**src/rtl/display5461_monitor.sv**
```systemverilog
// display5461_monitor: receive-side decoder for the scanned 4-digit
// 7-segment bus; rebuilds hex frames, decimal points and liveness.
module display5461_monitor #(
  parameter int unsigned STABLE_CYCLES = 4,
  parameter int unsigned TIMEOUT       = 65535,
  parameter logic        SEG_ON        = 1'b1,
  parameter logic        DIG_ON        = 1'b0
) (
  input  logic        clk,
  input  logic        rst_n,
  input  logic [7:0]  segments,
  input  logic [3:0]  digits,
  output logic [15:0] hexx,
  output logic [3:0]  points,
  output logic        frame_valid,
  output logic        decode_err,
  output logic        stale
);

  localparam int CW = $clog2(STABLE_CYCLES + 1);
  localparam logic [CW-1:0] CNT_MAX = CW'(STABLE_CYCLES);
  localparam logic [15:0] TO_MAX = 16'(TIMEOUT);

  logic [7:0]    seg;
  logic [3:0]    sel;
  logic [11:0]   prev;
  logic [CW-1:0] cnt;
  logic [CW-1:0] cnt_next;
  logic          armed;
  logic          armed_next;
  logic [3:0]    mask;
  logic [3:0]    mask_next;
  logic [3:0]    dp_sh;
  logic [15:0]   nib_sh;
  logic [15:0]   tcnt;
  logic          cand;
  logic          same;
  logic          arm_eff;
  logic          accept;
  logic          ok;
  logic          flush;
  logic          hit;
  logic [4:0]    dec;
  logic [1:0]    idx;

  // {valid, nibble} for a gfedcba pattern
  function automatic logic [4:0] decode(input logic [6:0] p);
    case (p)
      7'h3F: decode = 5'h10;
      7'h06: decode = 5'h11;
      7'h5B: decode = 5'h12;
      7'h4F: decode = 5'h13;
      7'h66: decode = 5'h14;
      7'h6D: decode = 5'h15;
      7'h7D: decode = 5'h16;
      7'h07: decode = 5'h17;
      7'h7F: decode = 5'h18;
      7'h6F: decode = 5'h19;
      7'h77: decode = 5'h1A;
      7'h7C: decode = 5'h1B;
      7'h39: decode = 5'h1C;
      7'h5E: decode = 5'h1D;
      7'h79: decode = 5'h1E;
      7'h71: decode = 5'h1F;
      default: decode = 5'h00;
    endcase
  endfunction

  assign dec = decode(seg[6:0]);

  always_comb begin
    idx = 2'd0;
    case (sel)
      4'b0010: idx = 2'd1;
      4'b0100: idx = 2'd2;
      4'b1000: idx = 2'd3;
      default: idx = 2'd0;
    endcase
  end

  always_comb begin
    cand = (sel != 4'd0) && ((sel & (sel - 4'd1)) == 4'd0)
        && (seg[6:0] != 7'd0);
    same = cand && ({sel, seg} == prev) && (cnt != '0);
    // a changed candidate re-arms even without an idle gap
    arm_eff = armed || !same;
    if (!cand) cnt_next = '0;
    else if (!same) cnt_next = CW'(1);
    else if (cnt == CNT_MAX) cnt_next = cnt;
    else cnt_next = cnt + 1'b1;
    accept = cand && (cnt_next == CNT_MAX) && arm_eff;
    armed_next = !cand || (arm_eff && !accept);
    ok = accept && dec[4];
    flush = (mask == 4'hF);
    mask_next = flush ? 4'h0 : mask;
    if (ok) mask_next[idx] = 1'b1;
    hit = !ok && (tcnt == TO_MAX - 16'd1);
  end

  always_ff @(posedge clk) begin
    if (!rst_n) begin
      seg         <= '0;
      sel         <= '0;
      prev        <= '0;
      cnt         <= '0;
      armed       <= 1'b1;
      mask        <= '0;
      nib_sh      <= '0;
      dp_sh       <= '0;
      tcnt        <= '0;
      hexx        <= '0;
      points      <= '0;
      frame_valid <= 1'b0;
      decode_err  <= 1'b0;
      stale       <= 1'b1;
    end else begin
      seg         <= segments ^ {8{~SEG_ON}};
      sel         <= digits ^ {4{~DIG_ON}};
      prev        <= {sel, seg};
      cnt         <= cnt_next;
      armed       <= armed_next;
      mask        <= mask_next;
      frame_valid <= flush;
      decode_err  <= accept && !dec[4];
      if (ok) begin
        nib_sh[{idx, 2'b00} +: 4] <= dec[3:0];
        dp_sh[idx] <= seg[7];
      end
      if (flush) begin
        hexx   <= nib_sh;
        points <= dp_sh;
      end
      if (ok) tcnt <= '0;
      else if (tcnt != TO_MAX) tcnt <= tcnt + 16'd1;
      if (flush) stale <= 1'b0;
      if (hit) stale <= 1'b1;
    end
  end

endmodule

```
**config.mk**
```make
export PLATFORM = sky130hd
export DESIGN_NAME = display5461_monitor
export DESIGN_NICKNAME = d
export VERILOG_FILES = /design/src/rtl/display5461_monitor.sv
export SDC_FILE = /design/constraint.sdc
export NUM_CORES = 1
export LEC_CHECK = 0
export ABC_AREA = 1
export CAP_MARGIN = 20
export CORE_ASPECT_RATIO = 0.6
export CORE_MARGIN = 10
export CORE_UTILIZATION = 54
export CTS_BUF_LIST = sky130_fd_sc_hd__clkbuf_2 sky130_fd_sc_hd__clkbuf_4 sky130_fd_sc_hd__clkbuf_8
export DETAILED_ROUTE_END_ITERATION = 10
export GPL_ROUTABILITY_DRIVEN = 0
export PLACE_DENSITY = 0.8
export REMOVE_ABC_BUFFERS = 1
export SYNTH_ARGS = -nofsm -noshare
export SYNTH_HDL_FRONTEND = slang
export SYNTH_SLANG_ARGS = --single-unit
```
**constraint.sdc**
```tcl
create_clock -name clk -period 2 [get_ports clk]
set_clock_uncertainty 0.1 [all_clocks]
set_input_delay 0.4 -clock clk [delete_from_list [all_inputs] [get_ports clk]]
set_output_delay 0.4 -clock clk [all_outputs]
set_load 0.01 [all_outputs]
```
[Yosys cells after proc, flatten, opt, wreduce, memory -nomap -nowiden]
Index checks and enable logic that the tools add are counted.
Operators by class
  reduce and logical (&&, ||, !) cells: 24
  bitwise gates (word level): 4
  equality and inequality tests: 25
  $lt $le $gt $ge: 2
  shift-type cells: 2
  $add $sub $neg: 4
  muxes and demuxes: 11
Operators with widths (number)
  7-bit equality test, second input constant: 12
  5-bit case mux with 16 select lines: 1
  16-bit by 1-bit adder with 16-bit output, second input constant: 1
  16-bit bitwise mux: 1
  16-bit equality test, second input constant: 1
  16-bit != test, second input constant: 1
  4-bit by 6-bit variable shift with 16-bit output, first input constant: 1
  4-bit by 6-bit variable part select with 16-bit output: 1
  7-bit by 3-bit equality test with 1-bit output, second input constant: 2
  7-bit by 6-bit equality test with 1-bit output, second input constant: 2
  12-bit equality test: 1
  1-bit logical AND: 11
  3-bit two-way mux: 3
  4-bit equality test, second input constant: 2
  4-bit two-way mux: 2
  7-bit nonzero test: 1
  3-bit equality test, second input constant: 2
  4-bit negator with 6-bit output: 1
  2-bit case mux with 3 select lines: 1
  1-bit zero test: 5
  4-bit AND: 1
  4-bit bitwise mux: 1
  4-bit by 2-bit equality test with 1-bit output, second input constant: 1
  4-bit by 3-bit equality test with 1-bit output, second input constant: 1
  other kinds (14): 16
Word-level totals
  bits in registers: 91
  word-level logic and storage cells: 86
  bits of input ports: 14

[Depth between registers and ports, before layout]
Gate-level depths: netlist of run 1.
  word-level depth: 16
  mapped depth: 15

[Worst setup path after synthesis of run 1]
OpenSTA, ideal clock, no wires.
  path type: register to register
  start point: reg sel[3]
  end point: reg nib_sh[0]
  arrival time: 1.963 ns
  slack: -0.127 ns
  path buffers: 0
  library setup time: 0.064 ns
  stages on the path, launching flop included: 11
  clock period less this slack: 2.127 ns
  path through: dfxtp_1 -> inv_1 -> o211ai_1 -> a21oi_1 -> inv_1 -> ha_1 -> inv_1 -> nand3_1 -> nor2_1 -> nor2_1 -> nor2_1
Between the ends
  word-level cells in the longest chain between the ends: 13
Ends and longest elaborated chain
  from (decl): RTL line 25  | logic [3:0] sel;
  from (signal assigned): RTL line 118  | sel <= digits ^ {4{~DIG_ON}};
  4-bit by 1-bit subtractor with 4-bit output: RTL line 82  | cand = (sel != 4'd0) && ((sel & (sel - 4'd1)) == 4'd0)
  4-bit AND: RTL line 82
  4-bit zero test: RTL line 82
  1-bit logical AND: RTL line 82
  1-bit logical AND: RTL line 83  | && (seg[6:0] != 7'd0);
  1-bit logical AND (2 in a row): RTL line 84  | same = cand && ({sel, seg} == prev) && (cnt != '0);
  3-bit two-way mux: RTL line 88  | else if (!same) cnt_next = CW'(1);
  3-bit two-way mux: RTL line 87  | if (!cand) cnt_next = '0;
  3-bit equality test: RTL line 91  | accept = cand && (cnt_next == CNT_MAX) && arm_eff;
  1-bit logical AND (2 in a row): RTL line 91
  1-bit logical AND: RTL line 93  | ok = accept && dec[4];
  to (signal, indexed assignment): RTL line 126  | nib_sh[{idx, 2'b00} +: 4] <= dec[3:0];
  to (decl): RTL line 34  | logic [15:0] nib_sh;
Parallel ways exist; a longest one is shown, timed or not.
A chain may end at the register's enable or synchronous reset.

[Worst setup path after layout of run 1]
  start point: reg cnt[0]
  end point: reg nib_sh[2]
Between the ends
  word-level cells in the longest chain between the ends: 8
Ends and longest elaborated chain
  from (decl): RTL line 27  | logic [CW-1:0] cnt;
  from (signal assigned): RTL line 120  | cnt <= cnt_next;
  3-bit by 1-bit adder with 3-bit output (tied with other cells): RTL line 90  | else cnt_next = cnt + 1'b1;
  3-bit two-way mux or 1-bit logical AND (tied branches): RTL line 89, 84
  3-bit two-way mux: RTL line 88
  3-bit two-way mux: RTL line 87
  3-bit equality test: RTL line 91
  1-bit logical AND: RTL line 91
  1-bit logical AND *: RTL line 91
  1-bit logical AND *: RTL line 93
Mark *: on every way between the ends. The rest lies on a longest branch, timed or not.

==> flow_summary_export.csv, run 1 <==
group,metric,value,unit
status,outcome,"finished, violations left",
status,violations,"negative setup slack",
cts,cts_max_path_buffers,2,
global_routing,grt_pass1_vias,3790,
floorplan,die_x,138,um
floorplan,die_h,90.9,um
route,viasPerCell,5.13,
floorplan,core,0.00801,sq mm
job,max_cap_viol_count,0,
power,leakage,2.63,nW
cts,cts_made_buffers,9,
global_routing,track_usage,0.154,
global_routing,grt_max_degree,47,
critical_path,rr_worst_depth,14,
global_routing,grt_pass1_wl,16800,um
power,switching_share,0.271,
timing,slew_headroom,0.675,
power,clkPwrFrac,0.338,
timing,whs,0.309,ns
floorplan,ios,37,
route,drtPass1Iterations,6,
cts,clkTransAtPathRegs,0.09,ns
power,p_int,2.53,mW
layout,multi_input_area,0.00244,sq mm
timing,finalSetupViolations,33,
logic_synthesis,synthArstFlopShare,0,
critical_path,r2r_setup_slack,-0.05,ns
route,drt-total-wl,10700,um
logic_synthesis,synth_cell_types,37,
layout,antenna_cells,0,
logic_synthesis,syn-cell-area,0.00453,sq mm
route,drtIter0Drc,408,
worst_hold_path,hold_class,"in2reg",
layout,seqCellArea,0.00185,sq mm
timing,slew_viol_final,0,
logic_synthesis,synth_cells,654,
power,seqPwrFrac,0.540,
logic_synthesis,synth_edf_count,0,
logic_synthesis,avgSynthCellArea,6.93,sq um
timing,fin_tns_setup,-0.931,ns
cts,cts-hold-fix-buffers,0,
layout,final_cells,827,
cts,worstSkewPairLatency,0.36,ns
power,peakVddDrop,0.000646,V
worst_hold_path,holdPathStages,3,
timing,hold_viol,0,
power,finalPower,3.47,mW
timing,fmax,488,MHz
global_routing,gr-total-overflow,0,
route,ant_nets,0,
floorplan,rows,25,
placed_design,placed_area,0.00512,sq mm
route,drc_errors,0,
critical_path,path_max_fanout,6,
floorplan,dieArea,0.0126,sq mm
layout,syn_to_final_growth,25.0,%
power,powerDensity,614,mW/mm^2
global_routing,antenna_found_initial,0,
power,p_sw,943,uW
logic_synthesis,synth.yosys.seq_area_share,0.402,
route,vias,4239,
critical_path,start_kind,"register",
critical_path,criticalPathCategory,"reg2reg",
critical_path,setup.worst_path.end_class,"register",
placed_design,place_inst,803,
critical_path,critPathArrivalTime,2.26,ns
timing,fin_ws,-0.0478,ns
logic_synthesis,yosysWarnings,0,
layout,fill_cells,651,
route,wire_per_inst,12.9,um
cts,ctsRootBufferMaster,"clkbuf_8",
timing,tightest_slew,0.483,ns
placed_design,numPortBuffers,36,
layout,final_common_cell,"nand2_1",
layout,mostFrequentLayoutCells,"nand2_1, nor2_1, inv_1, dfxtp_1, clkdlybuf4s50_1",
placed_design,dp_hpwl,7520,um
critical_path,required,2.21,ns
power,combPwrFrac,0.123,
timing,finalCriticalPeriod,2.05,ns
placed_design,place_ws,-0.105,ns
layout,final_cell_area,0.00566,sq mm
logic_synthesis,synth_flop_cell,"dfxtp_1",
logic_synthesis,synth_seq_cells,91,
cts,clock_sinks,91,
timing,rsz0062_at_grt,"true",
floorplan,start_util,0.566,
layout,drive_gt1_frac,0.199,
cts,cts.htree.levels,3,
layout,fin_util,0.707,
layout,nets,739,
timing,finalCritPeriodShare,1.02,
cts,cts_tree,"built",
critical path, cell delays in order, from the launching register on:
cell	delay (ns)
dfxtp_2	0.36
inv_2	0.05
ha_4	0.16
nand2_4	0.07
nand2_2	0.05
nor2_2	0.11
nand3_2	0.12
nor2_4	0.12
nand4_4	0.11
nor2_8	0.25
buf_6	0.14
nand4_4	0.11
nand2_2	0.10
nand2_1	0.05
nor2_1	0.08
Yosys cell counts (2+ instances only):
master,count,area share
a21oi_1,30,0.033
buf_2,3,0.0033
buf_4,2,0.0033
buf_6,2,0.0050
clkbuf_1,10,0.0083
dfxtp_1,91,0.40
ha_1,11,0.030
inv_1,103,0.085
inv_2,7,0.0058
nand2_1,151,0.13
nand2_2,2,0.0028
nand3_1,24,0.027
nand3_4,2,0.0077
nand3b_1,3,0.0050
nand4_1,13,0.018
nand4_4,5,0.023
nor2_1,117,0.097
nor2_2,2,0.0028
nor2_4,4,0.0099
nor3_1,13,0.014
nor4_1,4,0.0055
o21ai_0,25,0.028
o21ai_1,2,0.0022
or2_2,2,0.0028
xnor2_1,4,0.0077
xor2_1,11,0.021
metal layers:
layer,vias up,GRT usage,routed length (um)
met3,23,0.0478,848
met1,1929,0.199,4920
li1,2141,-,-
met5,-,0,0
met2,146,0.240,4780
met4,0,0.0498,153
worst paths after layout:
| check | startpoint | end |
|---|---|---|
| max | cnt[0] | nib_sh[2] |
| min | rst_n | decode_err |
| max reg2reg | cnt[0] | nib_sh[2] |
| min reg2reg | seg[7] | prev[7] |
cell families (layout without fill, tap and decap cells):
kind of cell / Yosys count / in the layout / share of synthesized area
AO/OA/AOI/OAI: 62 / 62 / 0.0738
XOR/XNOR: 15 / 15 / 0.0290
buffers and inverters: 129 / 192 / 0.113
flip-flops: 91 / 91 / 0.402
adder cells (fa/ha/maj): 11 / 11 / 0.0304
AND/OR/NAND/NOR: 346 / 348 / 0.352
sequential cells by signal, indices dropped and copies added, names as in the netlist:
signal       cells
armed            1
cnt              3
decode_err       1
dp_sh            4
frame_valid      1
hexx            16
mask             4
nib_sh          16
points           4
prev            12
seg              8
sel              4
stale            1
tcnt            16
what timing repair did:
item	in CTS	in global routing
pin swaps	14	24
setup buffers	2	4
gates cloned	0	2
endpoints found under the hold margin	0	0
gates resized for setup	21	65
endpoints found under the setup margin	40	47
power groups by stage:
| stage | Clock (mW) | Combinational [mW] | Sequential (mW) |
|---|---|---|---|
| 2_1_floorplan | 0 | 0.212 | 1.91 |
| 4_1_cts | 1.19 | 0.370 | 1.87 |
| 3_3_place_gp | 0 | 0.347 | 1.91 |
| 3_5_place_dp | 0 | 0.355 | 1.91 |
| 6_report | 1.17 | 0.426 | 1.87 |
| 5_1_grt | 1.27 | 0.467 | 1.88 |
area by class of cell:
cell class,count,area share
timing repair buffer,65,0.110
tap,108,0.0239
multi-input combinational,436,0.431
inverter,111,0.0751
clock buffer,11,0.0267
sequential,91,0.327
clock inverter,5,0.00663
(Power assumes the default switching activity.)
==> run 2: changes to the inputs <==
Settings changed: ABC_AREA 1 to unset, CORE_UTILIZATION 54 to 59, PLACE_DENSITY 0.8 to 0.83.
Clock period 2 ns to 1.9 ns, I/O delays scaled along.
==> run 2 against run 1 <==
The run still ends with negative setup slack left. Critical path depth decreased by 7. Register-to-register slack got worse by 0.33 ns. Sequential share of layout area shrank 0.25 points. Design area rose by 0.77%. Largest cell class unchanged. Largest power group unchanged.
==> flow_summary_export.csv, run 2 <==
group,metric,value,unit
placed_design,placed_area,0.00491,sq mm
route,vias,4152,
worst_hold_path,holdPathEnd,"hexx[12]",
logic_synthesis,ys_top_cells_by_count,"nand2_1, dfxtp_1, a21oi_1",
power,leakage,2.23,nW
job,max_cap_viol_count,0,
route,drc_errors,0,
critical_path,criticalPathCategory,"reg2reg",
power,finalPower,3.99,mW
logic_synthesis,synth.area.top_cells,"dfxtp_1, nand2_1, mux2i_1, a21oi_1, and2_1",
global_routing,grt_pass1_vias,4063,
layout,seqCellArea,0.00185,sq mm
power,peakVddDrop,0.000687,V
layout,multi_input_area,0.00237,sq mm
worst_hold_path,hold_path_startpoint,"hexx[12]",
logic_synthesis,synth_cell_types,53,
floorplan,core,0.00671,sq mm
logic_synthesis,avgSynthCellArea,8.80,sq um
critical_path,reg2reg_to,"nib_sh[10]",
logic_synthesis,yosysWarnings,0,
critical_path,path_cells,"xnor2_1 > or3_4 > ha_4 > nand3b_1 > nor2_1 > nand2_1 > mux2i_1",
route,wire_per_inst,21.3,um
timing,fin_tns_setup,-13.12,ns
layout,biggestRegsByFlops,"hexx: 16 flops, nib_sh: 16 flops, tcnt: 16 flops",
layout,nets,593,
floorplan,die_x,128,um
layout,final_common_cell,"nand2_1",
cts,cts.htree.levels,3,
logic_synthesis,yosysMostFrequentCell,"nand2_1",
logic_synthesis,synth_seq_cells,91,
status,outcome,"finished, violations left",
logic_synthesis,synth_flop_cell,"dfxtp_1",
critical_path,cpMaxStageDelayCell,"dfxtp_2",
route,drtIter0Drc,457,
logic_synthesis,synth_cells,465,
power,powerDensity,700,mW/mm^2
global_routing,grt_max_degree,21,
layout,fill_cells,306,
floorplan,die_h,84.5,um
timing,slew_viol_final,0,
placed_design,dp_hpwl,7370,um
critical_path,crit_family,"simple AND/OR/NAND/NOR gates",
cts,clkTransAtPathRegs,0.09,ns
timing,fin_ws,-0.374,ns
timing,fmax,440,MHz
cts,ctsRootBufferMaster,"clkbuf_8",
layout,final_cells,659,
floorplan,dieArea,0.0108,sq mm
timing,rsz0062_at_grt,"true",
cts,cts_max_path_buffers,2,
route,drtPass1Iterations,5,
layout,final_cell_area,0.00571,sq mm
logic_synthesis,synth_edf_count,0,
placed_design,numPortBuffers,36,
cts,clock_sinks,91,
placed_design,place_inst,623,
timing,tightest_slew,0.564,ns
critical_path,rr_worst_depth,7,
logic_synthesis,synth_top_cell_area_share,0.445,
critical_path,required,2.10,ns
critical_path,r2r_setup_slack,-0.37,ns
layout,antenna_cells,0,
global_routing,grt_pass1_wl,20500,um
critical_path,worst-path-buf-inv,0,
timing,finalCriticalPeriod,2.27,ns
logic_synthesis,synthArstFlopShare,0,
cts,cts_made_buffers,9,
worst_hold_path,holdPathStages,2,
critical_path,start_kind,"register",
floorplan,start_util,0.610,
cts,worstSkewPairLatency,0.38,ns
cts,cts_tree,"built",
critical_path,critPathArrivalTime,2.47,ns
timing,hold_viol,0,
floorplan,rows,23,
logic_synthesis,synth.yosys.seq_area_share,0.445,
critical_path,setup.worst_path.end_class,"register",
floorplan,ios,37,
global_routing,gr-total-overflow,0,
route,ant_nets,0,
logic_synthesis,syn-cell-area,0.00409,sq mm
cts,cts-hold-fix-buffers,0,
global_routing,antenna_found_initial,0,
route,viasPerCell,6.30,
global_routing,track_usage,0.235,
timing,finalSetupViolations,46,
status,violations,"negative setup slack",
critical_path,max_stage_delay,0.46,ns
worst_hold_path,hold_class,"reg2reg",
timing,finalCritPeriodShare,1.20,
route,drt-total-wl,14000,um
layout,syn_to_final_growth,39.5,%
logic_synthesis,synth_area_leader_cell,"dfxtp_1",
critical_path,path_max_fanout,6,
critical_path,r2r_start,"sel[3]",
layout,mostFrequentLayoutCells,"nand2_1, dfxtp_1, buf_4, clkdlybuf4s50_1, a21oi_1",
timing,slew_headroom,0.623,
layout,drive_gt1_frac,0.301,
-- run 2: cell types whose count changed after synthesis, sizes merged, moves of 12 or more --
cell	before	now
inv	110	9
o21ai	28	5
nor2	124	37
nand3	26	14
and2	0	22
nand2	154	95
mux2i	0	19
-- run 2: worst min-delay path: cells and delay by family, from the launching register on --
kind	cells	cell delay, ns
AND/OR/NAND/NOR	1	0.05
flip-flops	1	0.31
AO/OA/AOI/OAI	1	0.05
-- run 2: per-layer routing --
metal | global-route usage | part of all wire
met3 | 0.0829 | 0.11
met5 | 0 | 0
met2 | 0.367 | 0.44
met1 | 0.270 | 0.38
met4 | 0.147 | 0.067
-- run 2: kinds of logic after synthesis --
group                    share of synthesized area
AND/OR/NAND/NOR                              0.281
flip-flops                                   0.445
AO/OA/AOI/OAI                               0.0856
buffers and inverters                       0.0434
XOR/XNOR                                    0.0621
multiplexers                                0.0492
adder cells (fa/ha/maj)                     0.0336
-- run 2: worst max path at each step --
stage / startpoint / end / slack, ns / cells past startpoint
after floorplan: sel[3] / nib_sh[1] / -0.42 / 5
after global routing: sel[1] / stale / -0.45 / 7
final: sel[3] / nib_sh[10] / -0.37 / 7
after detailed placement: seg[6] / dp_sh[1] / -0.51 / 7
after CTS: seg[2] / tcnt[1] / -0.16 / 8
after global placement: seg[6] / nib_sh[1] / -0.38 / 7
-- run 2: metrics by stage --
step	util	setup slack [ns]	hold slack (ns)
2_1_floorplan	-	-0.417	0.327
3_3_place_gp	0.733	-0.381	0.343
3_5_place_dp	0.733	-0.505	0.345
4_1_cts	0.823	-0.162	0.358
5_1_grt	0.851	-0.448	0.382
6_report	0.851	-0.374	0.360
-- run 2: power breakdown --
part | switching, mW | leakage (nW) | internal (mW) | total, mW
clock network | 0.690 | 0.115 | 0.806 | 1.50
logic | 0.263 | 1.37 | 0.253 | 0.516
registers | 0.0453 | 0.744 | 1.93 | 1.98
total | 0.998 | 2.23 | 2.99 | 3.99
-- run 2: area by class of cell --
type	instances	share of cell area
multi-input cells	337	0.415
flip-flops and latches	91	0.324
repair buffers	120	0.196
clock buffers	11	0.0265
well taps	87	0.0191
clock inverters	4	0.0129
inverters	9	0.00658
-- run 2: repair_timing --
action,4_1_cts,5_1_grt
buffers inserted,13,8
gates resized for setup,65,30
hold endpoints to repair,0,0
endpoints found under the setup margin,45,45
pin swaps,28,25
gates cloned,1,0
